File: src/rtl/adc_test_sequencer_pkg.sv
// Shared types and constants for the ADC characterisation sequencer.
// Optional feature macro used by the top: ADC_MEAN_ROUND_EN.
package adc_test_pkg;

  typedef enum logic [2:0] {
    ST_IDLE,
    ST_SETTLE,
    ST_ACCUM,
    ST_STORE,
    ST_DONE
  } state_t;

  typedef logic [2:0] phase_t;

  localparam phase_t NUM_PHASES = 3'd5;
  localparam phase_t PH_VDD     = 3'd2;
  localparam phase_t PH_GND     = 3'd4;

  localparam int ADC_W  = 14;
  localparam int MEAN_W = 16;
  localparam int NUM_CH = 4;

  // Channels driven to VDD while in the given phase.
  function automatic logic [NUM_CH-1:0] vdd_pattern(phase_t ph, logic [NUM_CH-1:0] mask);
    return (ph == PH_VDD) ? mask : '0;
  endfunction

  // Channels driven to GND while in the given phase.
  function automatic logic [NUM_CH-1:0] gnd_pattern(phase_t ph, logic [NUM_CH-1:0] mask);
    return (ph == PH_GND) ? mask : '0;
  endfunction

endpackage

File: src/rtl/adc_test_sequencer_if.sv
// Host/ADC-facing signal bundle of the ADC test sequencer.
// master = host register block + ADC macro, slave = the sequencer.
interface adc_test_sequencer_if;
  import adc_test_pkg::*;

  logic              we;
  logic [ADC_W-1:0]  bn;
  logic [NUM_CH-1:0] trigger_sel;
  logic              one_shot;
  logic              adc_clk;
  logic              end_flag;
  logic              trigger_vdd_0, trigger_vdd_1, trigger_vdd_2, trigger_vdd_3;
  logic              trigger_gnd_0, trigger_gnd_1, trigger_gnd_2, trigger_gnd_3;
  logic [MEAN_W-1:0] mean_s1, mean_s2, mean_s3, mean_s4, mean_s5;

  modport master (
    output we, bn, trigger_sel, one_shot,
    input  adc_clk, end_flag,
    input  trigger_vdd_0, trigger_vdd_1, trigger_vdd_2, trigger_vdd_3,
    input  trigger_gnd_0, trigger_gnd_1, trigger_gnd_2, trigger_gnd_3,
    input  mean_s1, mean_s2, mean_s3, mean_s4, mean_s5
  );

  modport slave (
    input  we, bn, trigger_sel, one_shot,
    output adc_clk, end_flag,
    output trigger_vdd_0, trigger_vdd_1, trigger_vdd_2, trigger_vdd_3,
    output trigger_gnd_0, trigger_gnd_1, trigger_gnd_2, trigger_gnd_3,
    output mean_s1, mean_s2, mean_s3, mean_s4, mean_s5
  );

endinterface

File: src/rtl/adc_test_sequencer_clk_div.sv
// ADC sampling clock divider: adc_clk toggles every CLK_DIV clk cycles and
// strobe_o is high for the single clk cycle in which adc_clk has just risen.
module adc_clk_div #(
  parameter int CLK_DIV = 4
) (
  input  logic clk,
  input  logic rst,
  output logic adc_clk_o,
  output logic strobe_o
);

  localparam logic [7:0] DIV_LAST = 8'(CLK_DIV - 1);

  logic [7:0] cnt_q, cnt_d;
  logic       adc_clk_q, adc_clk_d;
  logic       strobe_q, strobe_d;

  // Next-state: count to CLK_DIV, then toggle; flag the 0->1 transition.
  always_comb begin
    cnt_d     = cnt_q + 8'd1;
    adc_clk_d = adc_clk_q;
    strobe_d  = 1'b0;
    if (cnt_q == DIV_LAST) begin
      cnt_d     = '0;
      adc_clk_d = ~adc_clk_q;
      strobe_d  = ~adc_clk_q;
    end
  end

  // Divider registers; free-running once reset is released.
  always_ff @(posedge clk or negedge rst) begin
    if (!rst) begin
      cnt_q     <= '0;
      adc_clk_q <= 1'b0;
      strobe_q  <= 1'b0;
    end else begin
      cnt_q     <= cnt_d;
      adc_clk_q <= adc_clk_d;
      strobe_q  <= strobe_d;
    end
  end

  assign adc_clk_o = adc_clk_q;
  assign strobe_o  = strobe_q;

endmodule

File: src/rtl/adc_test_sequencer.sv
// ADC characterisation sequencer: runs five test phases, each discarding
// SETTLE strobes then averaging 2^SAMPLES_LOG2 codes, with per-phase
// VDD/GND trigger patterns. Macro ADC_MEAN_ROUND_EN selects round-half-up
// averaging instead of truncation.
module adc_test_sequencer
  import adc_test_pkg::*;
#(
  parameter int CLK_DIV      = 4,
  parameter int SAMPLES_LOG2 = 4,
  parameter int SETTLE       = 8
) (
  input  logic                 clk,
  input  logic                 rst,
  adc_test_sequencer_if.slave  bus
);

  // One spare bit so the rounding offset can never overflow the sum.
  localparam int ACC_W = ADC_W + SAMPLES_LOG2 + 1;
  localparam logic [7:0] SETTLE_LAST = 8'(SETTLE - 1);
  localparam logic [8:0] SAMP_LAST   = 9'((1 << SAMPLES_LOG2) - 1);

`ifdef ADC_MEAN_ROUND_EN
  localparam logic [ACC_W-1:0] RND = (SAMPLES_LOG2 == 0) ? '0 :
                                     (ACC_W'(1) << (SAMPLES_LOG2 - 1));
`else
  localparam logic [ACC_W-1:0] RND = '0;
`endif

  logic strobe;

  state_t            state_q, state_d;
  phase_t            phase_q, phase_d;
  logic [NUM_CH-1:0] mask_q, mask_d;
  logic [7:0]        settle_q, settle_d;
  logic [8:0]        samp_q, samp_d;
  logic [ACC_W-1:0]  acc_q, acc_d;
  logic [NUM_CH-1:0] vdd_q, vdd_d;
  logic [NUM_CH-1:0] gnd_q, gnd_d;
  logic              end_q, end_d;
  logic              hold_q, hold_d;
  logic              store_en;
  logic [ACC_W-1:0]  rounded;
  logic [MEAN_W-1:0] store_val;
  logic [MEAN_W-1:0] mean_q [NUM_PHASES];

  adc_clk_div #(.CLK_DIV(CLK_DIV)) u_clk_div (
    .clk       (clk),
    .rst       (rst),
    .adc_clk_o (bus.adc_clk),
    .strobe_o  (strobe)
  );

  assign rounded   = acc_q + RND;
  assign store_val = MEAN_W'(rounded >> SAMPLES_LOG2);

  // Sequencer next-state, counters, accumulator and registered triggers.
  always_comb begin
    state_d  = state_q;
    phase_d  = phase_q;
    mask_d   = mask_q;
    settle_d = settle_q;
    samp_d   = samp_q;
    acc_d    = acc_q;
    vdd_d    = vdd_q;
    gnd_d    = gnd_q;
    end_d    = end_q;
    hold_d   = hold_q;
    store_en = 1'b0;
    case (state_q)
      ST_IDLE: begin
        mask_d   = bus.trigger_sel;
        phase_d  = 3'd1;
        settle_d = '0;
        samp_d   = '0;
        acc_d    = '0;
        vdd_d    = '0;
        gnd_d    = '0;
        end_d    = 1'b0;
        state_d  = ST_SETTLE;
      end
      ST_SETTLE: begin
        if (SETTLE == 0) begin
          state_d = ST_ACCUM;
        end else if (strobe && bus.we) begin
          if (settle_q == SETTLE_LAST) begin
            settle_d = '0;
            state_d  = ST_ACCUM;
          end else begin
            settle_d = settle_q + 8'd1;
          end
        end
      end
      ST_ACCUM: begin
        if (strobe && bus.we) begin
          acc_d = acc_q + ACC_W'(bus.bn);
          if (samp_q == SAMP_LAST) begin
            samp_d  = '0;
            state_d = ST_STORE;
          end else begin
            samp_d = samp_q + 9'd1;
          end
        end
      end
      ST_STORE: begin
        store_en = 1'b1;
        acc_d    = '0;
        if (phase_q == NUM_PHASES) begin
          vdd_d   = '0;
          gnd_d   = '0;
          end_d   = 1'b1;
          hold_d  = bus.one_shot;
          state_d = ST_DONE;
        end else begin
          phase_d = phase_q + 3'd1;
          vdd_d   = vdd_pattern(phase_q + 3'd1, mask_q);
          gnd_d   = gnd_pattern(phase_q + 3'd1, mask_q);
          state_d = ST_SETTLE;
        end
      end
      ST_DONE: begin
        // In one-shot mode stay here with end_flag held until reset.
        if (!hold_q) begin
          end_d   = 1'b0;
          state_d = ST_IDLE;
        end
      end
      default: state_d = ST_IDLE;
    endcase
  end

  // Sequencer state registers.
  always_ff @(posedge clk or negedge rst) begin
    if (!rst) begin
      state_q  <= ST_IDLE;
      phase_q  <= 3'd1;
      mask_q   <= '0;
      settle_q <= '0;
      samp_q   <= '0;
      acc_q    <= '0;
      vdd_q    <= '0;
      gnd_q    <= '0;
      end_q    <= 1'b0;
      hold_q   <= 1'b0;
    end else begin
      state_q  <= state_d;
      phase_q  <= phase_d;
      mask_q   <= mask_d;
      settle_q <= settle_d;
      samp_q   <= samp_d;
      acc_q    <= acc_d;
      vdd_q    <= vdd_d;
      gnd_q    <= gnd_d;
      end_q    <= end_d;
      hold_q   <= hold_d;
    end
  end

  // Each mean register only updates in the STORE of its own phase.
  for (genvar gi = 0; gi < NUM_PHASES; gi++) begin : g_mean
    always_ff @(posedge clk or negedge rst) begin
      if (!rst) begin
        mean_q[gi] <= '0;
      end else if (store_en && (phase_q == phase_t'(gi + 1))) begin
        mean_q[gi] <= store_val;
      end
    end
  end

  assign bus.end_flag      = end_q;
  assign bus.trigger_vdd_0 = vdd_q[0];
  assign bus.trigger_vdd_1 = vdd_q[1];
  assign bus.trigger_vdd_2 = vdd_q[2];
  assign bus.trigger_vdd_3 = vdd_q[3];
  assign bus.trigger_gnd_0 = gnd_q[0];
  assign bus.trigger_gnd_1 = gnd_q[1];
  assign bus.trigger_gnd_2 = gnd_q[2];
  assign bus.trigger_gnd_3 = gnd_q[3];
  assign bus.mean_s1       = mean_q[0];
  assign bus.mean_s2       = mean_q[1];
  assign bus.mean_s3       = mean_q[2];
  assign bus.mean_s4       = mean_q[3];
  assign bus.mean_s5       = mean_q[4];

endmodule

File: src/flat_wrapper.sv
// flat-port wrapper written by rule: the top's interface ports become plain ports
module adc_test_sequencer_flat import adc_test_pkg::*;
#(
  parameter int CLK_DIV      = 4,
  parameter int SAMPLES_LOG2 = 4,
  parameter int SETTLE       = 8
)
  (clk, rst, bus_we, bus_bn, bus_trigger_sel, bus_one_shot, bus_adc_clk, bus_end_flag, bus_trigger_vdd_0, bus_trigger_vdd_1, bus_trigger_vdd_2, bus_trigger_vdd_3, bus_trigger_gnd_0, bus_trigger_gnd_1, bus_trigger_gnd_2, bus_trigger_gnd_3, bus_mean_s1, bus_mean_s2, bus_mean_s3, bus_mean_s4, bus_mean_s5);
  adc_test_sequencer_if bus_i ();
  input  logic clk;
  input  logic rst;
  input wire logic [$bits(bus_i.we)-1:0] bus_we;
  input wire logic [$bits(bus_i.bn)-1:0] bus_bn;
  input wire logic [$bits(bus_i.trigger_sel)-1:0] bus_trigger_sel;
  input wire logic [$bits(bus_i.one_shot)-1:0] bus_one_shot;
  output wire logic [$bits(bus_i.adc_clk)-1:0] bus_adc_clk;
  output wire logic [$bits(bus_i.end_flag)-1:0] bus_end_flag;
  output wire logic [$bits(bus_i.trigger_vdd_0)-1:0] bus_trigger_vdd_0;
  output wire logic [$bits(bus_i.trigger_vdd_1)-1:0] bus_trigger_vdd_1;
  output wire logic [$bits(bus_i.trigger_vdd_2)-1:0] bus_trigger_vdd_2;
  output wire logic [$bits(bus_i.trigger_vdd_3)-1:0] bus_trigger_vdd_3;
  output wire logic [$bits(bus_i.trigger_gnd_0)-1:0] bus_trigger_gnd_0;
  output wire logic [$bits(bus_i.trigger_gnd_1)-1:0] bus_trigger_gnd_1;
  output wire logic [$bits(bus_i.trigger_gnd_2)-1:0] bus_trigger_gnd_2;
  output wire logic [$bits(bus_i.trigger_gnd_3)-1:0] bus_trigger_gnd_3;
  output wire logic [$bits(bus_i.mean_s1)-1:0] bus_mean_s1;
  output wire logic [$bits(bus_i.mean_s2)-1:0] bus_mean_s2;
  output wire logic [$bits(bus_i.mean_s3)-1:0] bus_mean_s3;
  output wire logic [$bits(bus_i.mean_s4)-1:0] bus_mean_s4;
  output wire logic [$bits(bus_i.mean_s5)-1:0] bus_mean_s5;
  assign bus_i.we = bus_we;
  assign bus_i.bn = bus_bn;
  assign bus_i.trigger_sel = bus_trigger_sel;
  assign bus_i.one_shot = bus_one_shot;
  assign bus_adc_clk = bus_i.adc_clk;
  assign bus_end_flag = bus_i.end_flag;
  assign bus_trigger_vdd_0 = bus_i.trigger_vdd_0;
  assign bus_trigger_vdd_1 = bus_i.trigger_vdd_1;
  assign bus_trigger_vdd_2 = bus_i.trigger_vdd_2;
  assign bus_trigger_vdd_3 = bus_i.trigger_vdd_3;
  assign bus_trigger_gnd_0 = bus_i.trigger_gnd_0;
  assign bus_trigger_gnd_1 = bus_i.trigger_gnd_1;
  assign bus_trigger_gnd_2 = bus_i.trigger_gnd_2;
  assign bus_trigger_gnd_3 = bus_i.trigger_gnd_3;
  assign bus_mean_s1 = bus_i.mean_s1;
  assign bus_mean_s2 = bus_i.mean_s2;
  assign bus_mean_s3 = bus_i.mean_s3;
  assign bus_mean_s4 = bus_i.mean_s4;
  assign bus_mean_s5 = bus_i.mean_s5;
  adc_test_sequencer #(.CLK_DIV(CLK_DIV), .SAMPLES_LOG2(SAMPLES_LOG2), .SETTLE(SETTLE)) u_core (.clk(clk), .rst(rst), .bus(bus_i));
endmodule
File: config.mk
export PLATFORM = sky130hd
export DESIGN_NAME = adc_test_sequencer_flat
export DESIGN_NICKNAME = d
export VERILOG_FILES = /design/src/rtl/adc_test_sequencer_pkg.sv /design/src/rtl/adc_test_sequencer_if.sv /design/src/rtl/adc_test_sequencer_clk_div.sv /design/src/rtl/adc_test_sequencer.sv /design/src/flat_wrapper.sv
export SDC_FILE = /design/constraint.sdc
export NUM_CORES = 1
export LEC_CHECK = 0
export BUFFER_PORTS_ARGS = -buffer_cell sky130_fd_sc_hd__buf_4
export CORE_MARGIN = 3
export CORE_UTILIZATION = 35
export DETAILED_ROUTE_END_ITERATION = 12
export SETUP_SLACK_MARGIN = 0.02
export SLEW_MARGIN = 0
export SYNTH_ARGS = -nofsm -noshare
export SYNTH_HDL_FRONTEND = slang
export SYNTH_HIERARCHICAL = 1
export SYNTH_SLANG_ARGS = --single-unit
File: constraint.sdc
create_clock -name clk -period 4.09 [get_ports clk]
set_clock_uncertainty 0.05 [all_clocks]
set_input_delay 1.0225 -clock clk [delete_from_list [all_inputs] [get_ports clk]]
set_output_delay 1.0225 -clock clk [all_outputs]
set_load 0.02 [all_outputs]
==> impl_metrics.toml, run 1 <==
[run_status]
status = "finished clean"

[placed_design]
gp_congestion = 0.835
placedInstanceArea_um2 = 7600
dp_hpwl_um = 11100
dp_cells = 880
numPortBuffers = 106

[synthesis]
syn_area_um2 = 6570
synthDistinctLibCells = 55
synth_flop_cell = "dfrtp_1"
synth-async-reset-ratio_pct = 100
syn_area_per_cell_um2 = 11.7
syn_inst = 560
ys_seq_elements = 141
yosysWarnings = 6
ys_seq_area_share_pct = 53.7
synth_edf_count = 0

[routing]
wl_met1_um = 7070
routed_wl_um = 15900
firstDrtPassIters = 4
drt-initial-drc-count = 280
top_layer_used = "met4"
dr_wl_met2_um = 7680
drt-vias-per-instance = 5.28
ant_nets = 0
via_count = 4806
drcViolationCount = 0
wl_per_cell_um = 17.5
wl_met3_um = 917

[cells_and_area]
num_antenna_cells = 0
area_growth_pct = 24.8
layout_commonest_cell = "dfrtp_1"
final_cell_area_um2 = 8190
final_cells = 911
final_cell_mix = "dfrtp_1 (140), buf_4 (111), mux2_2 (78), nand2_1 (43), o21ai_0 (39)"
final_layout_size_suffix_gt1_share_pct = 33.6
nets = 717
post-route-util_pct = 45.0
fillers = 1678

[floorplanning]
dieArea_um2 = 20400
row_count = 49
core_um2 = 18200
die_w_um = 143
num_io_pins = 112
die_h_um = 143
initial_core_util_pct = 36.1

[timing]
fin_crit_ps = 2880
final_max_slew_viol_count = 0
fin_crit_sh_pct = 70.5
tns_ps = 0
max-slew-margin-rel_pct = 28.1
worstMarginPinSlew_ps = 1080
timing.fmax_mhz = 347
finalSetupViolations = 0
rsz0062_at_grt = "false"
hold_viol = 0

[clock_tree]
ctsHoldBuffers = 0
clk_latency_ps = 410
cts.sinks = 141
clock_path_buffers = 2
cts_tree = "done"
postCtsSetupRepairBufs = 0
cts_made_buffers = 17
htree_levels = 4
clk_pin_slew_ps = 60
cts_resized = 0
cts_root_buffer = "clkbuf_16"

[power_and_ir_drop]
powerDensity_nw_per_um2 = 610
p_leak_nw = 4.07
p_total_w = 0.00500
ir_drop_mv = 0.342

[worst_hold_path]
min_path_type = "flip-flop to flip-flop"

[worst_setup_path]
arrival_ps = 3130
end_kind = "flip-flop"
setup.worst_path.class = "input pin to flip-flop"
required_ps = 4330
critical_path.max_fanout = 6
critPathLaunchType = "input pin"

[global_routing]
grt_overflow = 0
grt_pass1_vias = 4856
grt_pass1_wl_um = 25200
grt_antenna_before_repair = 0
grt_max_degree = 81
grt_usage_pct = 15.8

[flow_run]
drv.max_cap_violation_count = 0
-- layer usage --
metal,GRT usage (%),up-vias
met5,0,-
met3,4.32,20
li1,-,2250
met2,25.5,129
met1,20.5,2407
met4,5.95,0
-- synth_stat cells, types with 8 or more instances --
library cell,number,area share [%]
nand3_1,32,2.4
a21o_1,8,0.91
dfrtp_1,140,53
buf_4,8,0.91
and3_1,14,1.3
xnor2_1,13,1.7
mux2_2,78,13
nand2_1,43,2.5
clkbuf_1,14,0.80
o31ai_1,9,1.0
o21ai_0,39,3.0
a21oi_1,17,1.3
ha_1,24,4.6
inv_1,12,0.69
nor2_1,19,1.1
-- cells by family (layout without fill, tap and decap cells) --
kind of cell	count (synthesis)	in the layout	synth area share, %
other cells	1	5	0.0571
flops	141	141	53.7
buf+inv	38	156	2.78
compound gates	109	109	10.8
fa+ha+maj	25	25	4.88
simple gates	146	146	11.4
xor+xnor	20	20	2.67
mux	80	80	13.7
-- flip-flops by register name (all words and copies together) (netlist names) --
name and cells:
u_core/bus.mean_s2 15, u_core/samp_q 9, u_core/u_clk_div/strobe_o 1, u_core/gnd_q 4, u_core/vdd_q 4, u_core/settle_q 8
u_core/hold_q 1, u_core/bus.mean_s1 15, u_core/bus.mean_s5 15, u_core/phase_q 3, u_core/bus.mean_s3 15, u_core/state_q 3
u_core/mask_q 4, u_core/bus.end_flag 1, u_core/u_clk_div/adc_clk_o 1, u_core/acc_q 19, u_core/bus.mean_s4 15, u_core/u_clk_div/cnt_q 8
-- report_power, final --
part           switching, W  total, W  internal, W
clock              0.000581   0.00157     0.000989
sequential         0.000224   0.00187      0.00164
combinational      0.000916   0.00156     0.000644
-- stage by stage --
step                worst slack, ps  hold slack [ps]
floorplan                      1240              384
global placement                931              412
detailed placement              846              422
CTS                            1270              432
global route                   1140              449
finish                         1210              428
-- worst paths after layout --
kind	slack [ps]	startpoint	end	cells after the start
worst min register to register	430	u_core/u_clk_div/cnt_q[7]	u_core/u_clk_div/cnt_q[7]	1
worst max-delay path	1210	bus_bn[3]	u_core/acc_q[15]	8
min in group asynchronous	600	rst	u_core/u_clk_div/cnt_q[1]	1
max in group asynchronous	2570	rst	u_core/samp_q[5]	2
worst max register to register	1440	u_core/state_q[1]	u_core/bus.mean_s4[2]	4
worst min-delay path	430	u_core/u_clk_div/cnt_q[7]	u_core/u_clk_div/cnt_q[7]	1
-- critical path: stages --
cell and delay (ps):
buf_4 110, ha_1 350, a21o_1 200, a21oi_1 190, a21oi_1 130, nor3b_1 670
o41ai_1 190, a41o_1 250
-- layout make-up --
cell class | count | area, µm² | area share (%)
multi-input cells | 385 | 2870 | 35.0
repair buffers | 113 | 865 | 10.6
flip-flops and latches | 141 | 3530 | 43.1
clock inverters | 10 | 138 | 1.68
clock buffers | 21 | 460 | 5.62
well taps | 229 | 287 | 3.50
inverters | 12 | 45.0 | 0.550
No activity file was read; power rests on OpenSTA's default activity.
==> run 2, diff against run 1 <==
==> constraint.sdc (replaced) <==
create_clock -name clk -period 2.8 [get_ports clk]
set_clock_uncertainty 0.05 [all_clocks]
set_input_delay 0.7 -clock clk [delete_from_list [all_inputs] [get_ports clk]]
set_output_delay 0.7 -clock clk [all_outputs]
set_load 0.02 [all_outputs]
==> impl_metrics.toml, run 2 (synthesized netlist as in run 1, its figures left out) <==
[routing]
wl_per_cell_um = 17.6
firstDrtPassIters = 5
drt-vias-per-instance = 5.22
drcViolationCount = 0
ant_nets = 0
routed_wl_um = 16300
top_layer_used = "met4"
drt-initial-drc-count = 287
via_count = 4842
wl_met3_um = 877
dr_wl_met2_um = 7690
wl_met1_um = 7440

[cells_and_area]
final_layout_size_suffix_gt1_share_pct = 35.2
final_cell_mix = "dfrtp_1 (140), buf_4 (126), mux2_2 (78), nand2_1 (43), o21ai_0 (39)"
area_growth_pct = 26.2
layout_commonest_cell = "dfrtp_1"
num_antenna_cells = 0
top_register = "u_core/acc_q"
final_cells = 928
largest_reg_flops = 19
nets = 733
fillers = 1668

[global_routing]
grt_pass1_vias = 4973
grt_pass1_wl_um = 26100
grt_overflow = 0
grt_usage_pct = 16.4
grt_max_degree = 68
grt_antenna_before_repair = 0

[timing]
fin_crit_sh_pct = 88.1
timing.fmax_mhz = 405
fin_hold_ws_ps = 239
finalSetupViolations = 0
worstMarginPinSlew_ps = 779
setup_ws_ps = 333
rsz0062_at_grt = "false"
hold_viol = 0
max-slew-margin-rel_pct = 47.7
fin_crit_ps = 2470
final_max_slew_viol_count = 0

[clock_tree]
cts_tree = "done"
clk_latency_ps = 420
cts_made_buffers = 17
clock_path_buffers = 2
cts.sinks = 141
cts_resized = 0
ctsHoldBuffers = 0
cts_root_buffer = "clkbuf_16"
postCtsSetupRepairBufs = 0
clk_pin_slew_ps = 60
htree_levels = 4

[placed_design]
pre_cts_slack_ps = -89.8
dp_cells = 896
dp_hpwl_um = 11600
gp_congestion = 0.857
numPortBuffers = 106

[worst_setup_path]
cp_slowest_cell = "fa_1"
crit_buf_inv = 1
crit_chain = "buf_4, ha_1, fa_1, a211oi_1, o21ai_0, o2111ai_1, a31oi_1, xnor2_1, nor2_1"
critPathLaunchType = "input pin"
critical_path.max_fanout = 4
setup.worst_path.class = "input pin to flip-flop"
end_kind = "flip-flop"
arrival_ps = 2730
slowest_delay_ps = 400
critical_path.top_delay_family = "compound AO/OA/AOI/OAI gates"
required_ps = 3060

[floorplanning]
initial_core_util_pct = 36.1
row_count = 49
die_h_um = 143
dieArea_um2 = 20400
die_w_um = 143
num_io_pins = 112
core_um2 = 18200

[power_and_ir_drop]
ir_drop_mv = 0.569
p_leak_nw = 4.12
powerDensity_nw_per_um2 = 871

[flow_run]
drv.max_cap_violation_count = 0

[worst_hold_path]
min_path_type = "input pin to asynchronous set/reset pin"

[run_status]
status = "finished clean"
[run 2: cell type report]
| class | instances | area [µm²] | area share [%] |
|---|---|---|---|
| Clock buffer | 20 | 447 | 5.39 |
| Clock inverter | 12 | 111 | 1.34 |
| Inverter | 12 | 45.0 | 0.544 |
| Multi-Input combinational cell | 385 | 2870 | 34.6 |
| Sequential cell | 141 | 3530 | 42.6 |
| Tap cell | 229 | 287 | 3.46 |
| Timing Repair Buffer | 129 | 997 | 12.0 |
[run 2: per-stage QoR]
stage               area, µm²  power [W]  util (%)  TNS, ps
floorplan                6580    0.00421         -        0
global placement         7730    0.00504      42.4    -17.2
detailed placement       7730    0.00511      42.4     -216
CTS                      8290    0.00728      45.5        0
global route             8290    0.00766      45.5        0
finish                   8290    0.00722      45.5        0
[run 2: path summary, 6_finish.rpt]
kind                                             from                         end  slack, ps  cells after the start
max                                         bus_bn[0]            u_core/acc_q[16]        330                      9
min                                               rst  u_core/u_clk_div/adc_clk_o        240                      1
max reg2reg                           u_core/acc_q[0]            u_core/acc_q[16]        350                      8
min reg2reg                u_core/u_clk_div/adc_clk_o   u_core/u_clk_div/strobe_o        430                      1
max in group asynchronous                         rst           u_core/phase_q[0]       1750                      2
min in group clk           u_core/u_clk_div/adc_clk_o   u_core/u_clk_div/strobe_o        430                      1
[run 2: worst reg2reg max path, cell delays in order (launching register included)]
cell       delay (ps)
dfrtp_1           380
ha_1              210
fa_1              400
a211oi_1          270
o21ai_0           240
o2111ai_1         380
a31oi_1           180
xnor2_1           180
nor2_1             60
[run 2: power breakdown]
part / internal [W] / leakage (nW) / switching [W]
Combinational: 0.000994 / 1.94 / 0.00134
Clock: 0.00125 / 0.255 / 0.000890
Sequential: 0.00240 / 1.92 / 0.000345
[run 2: per-layer routing]
metal / up-vias / global-route usage [%]
met5: - / 0
met3: 25 / 3.95
met2: 130 / 26.3
met1: 2406 / 21.8
li1: 2281 / -
met4: 0 / 6.05
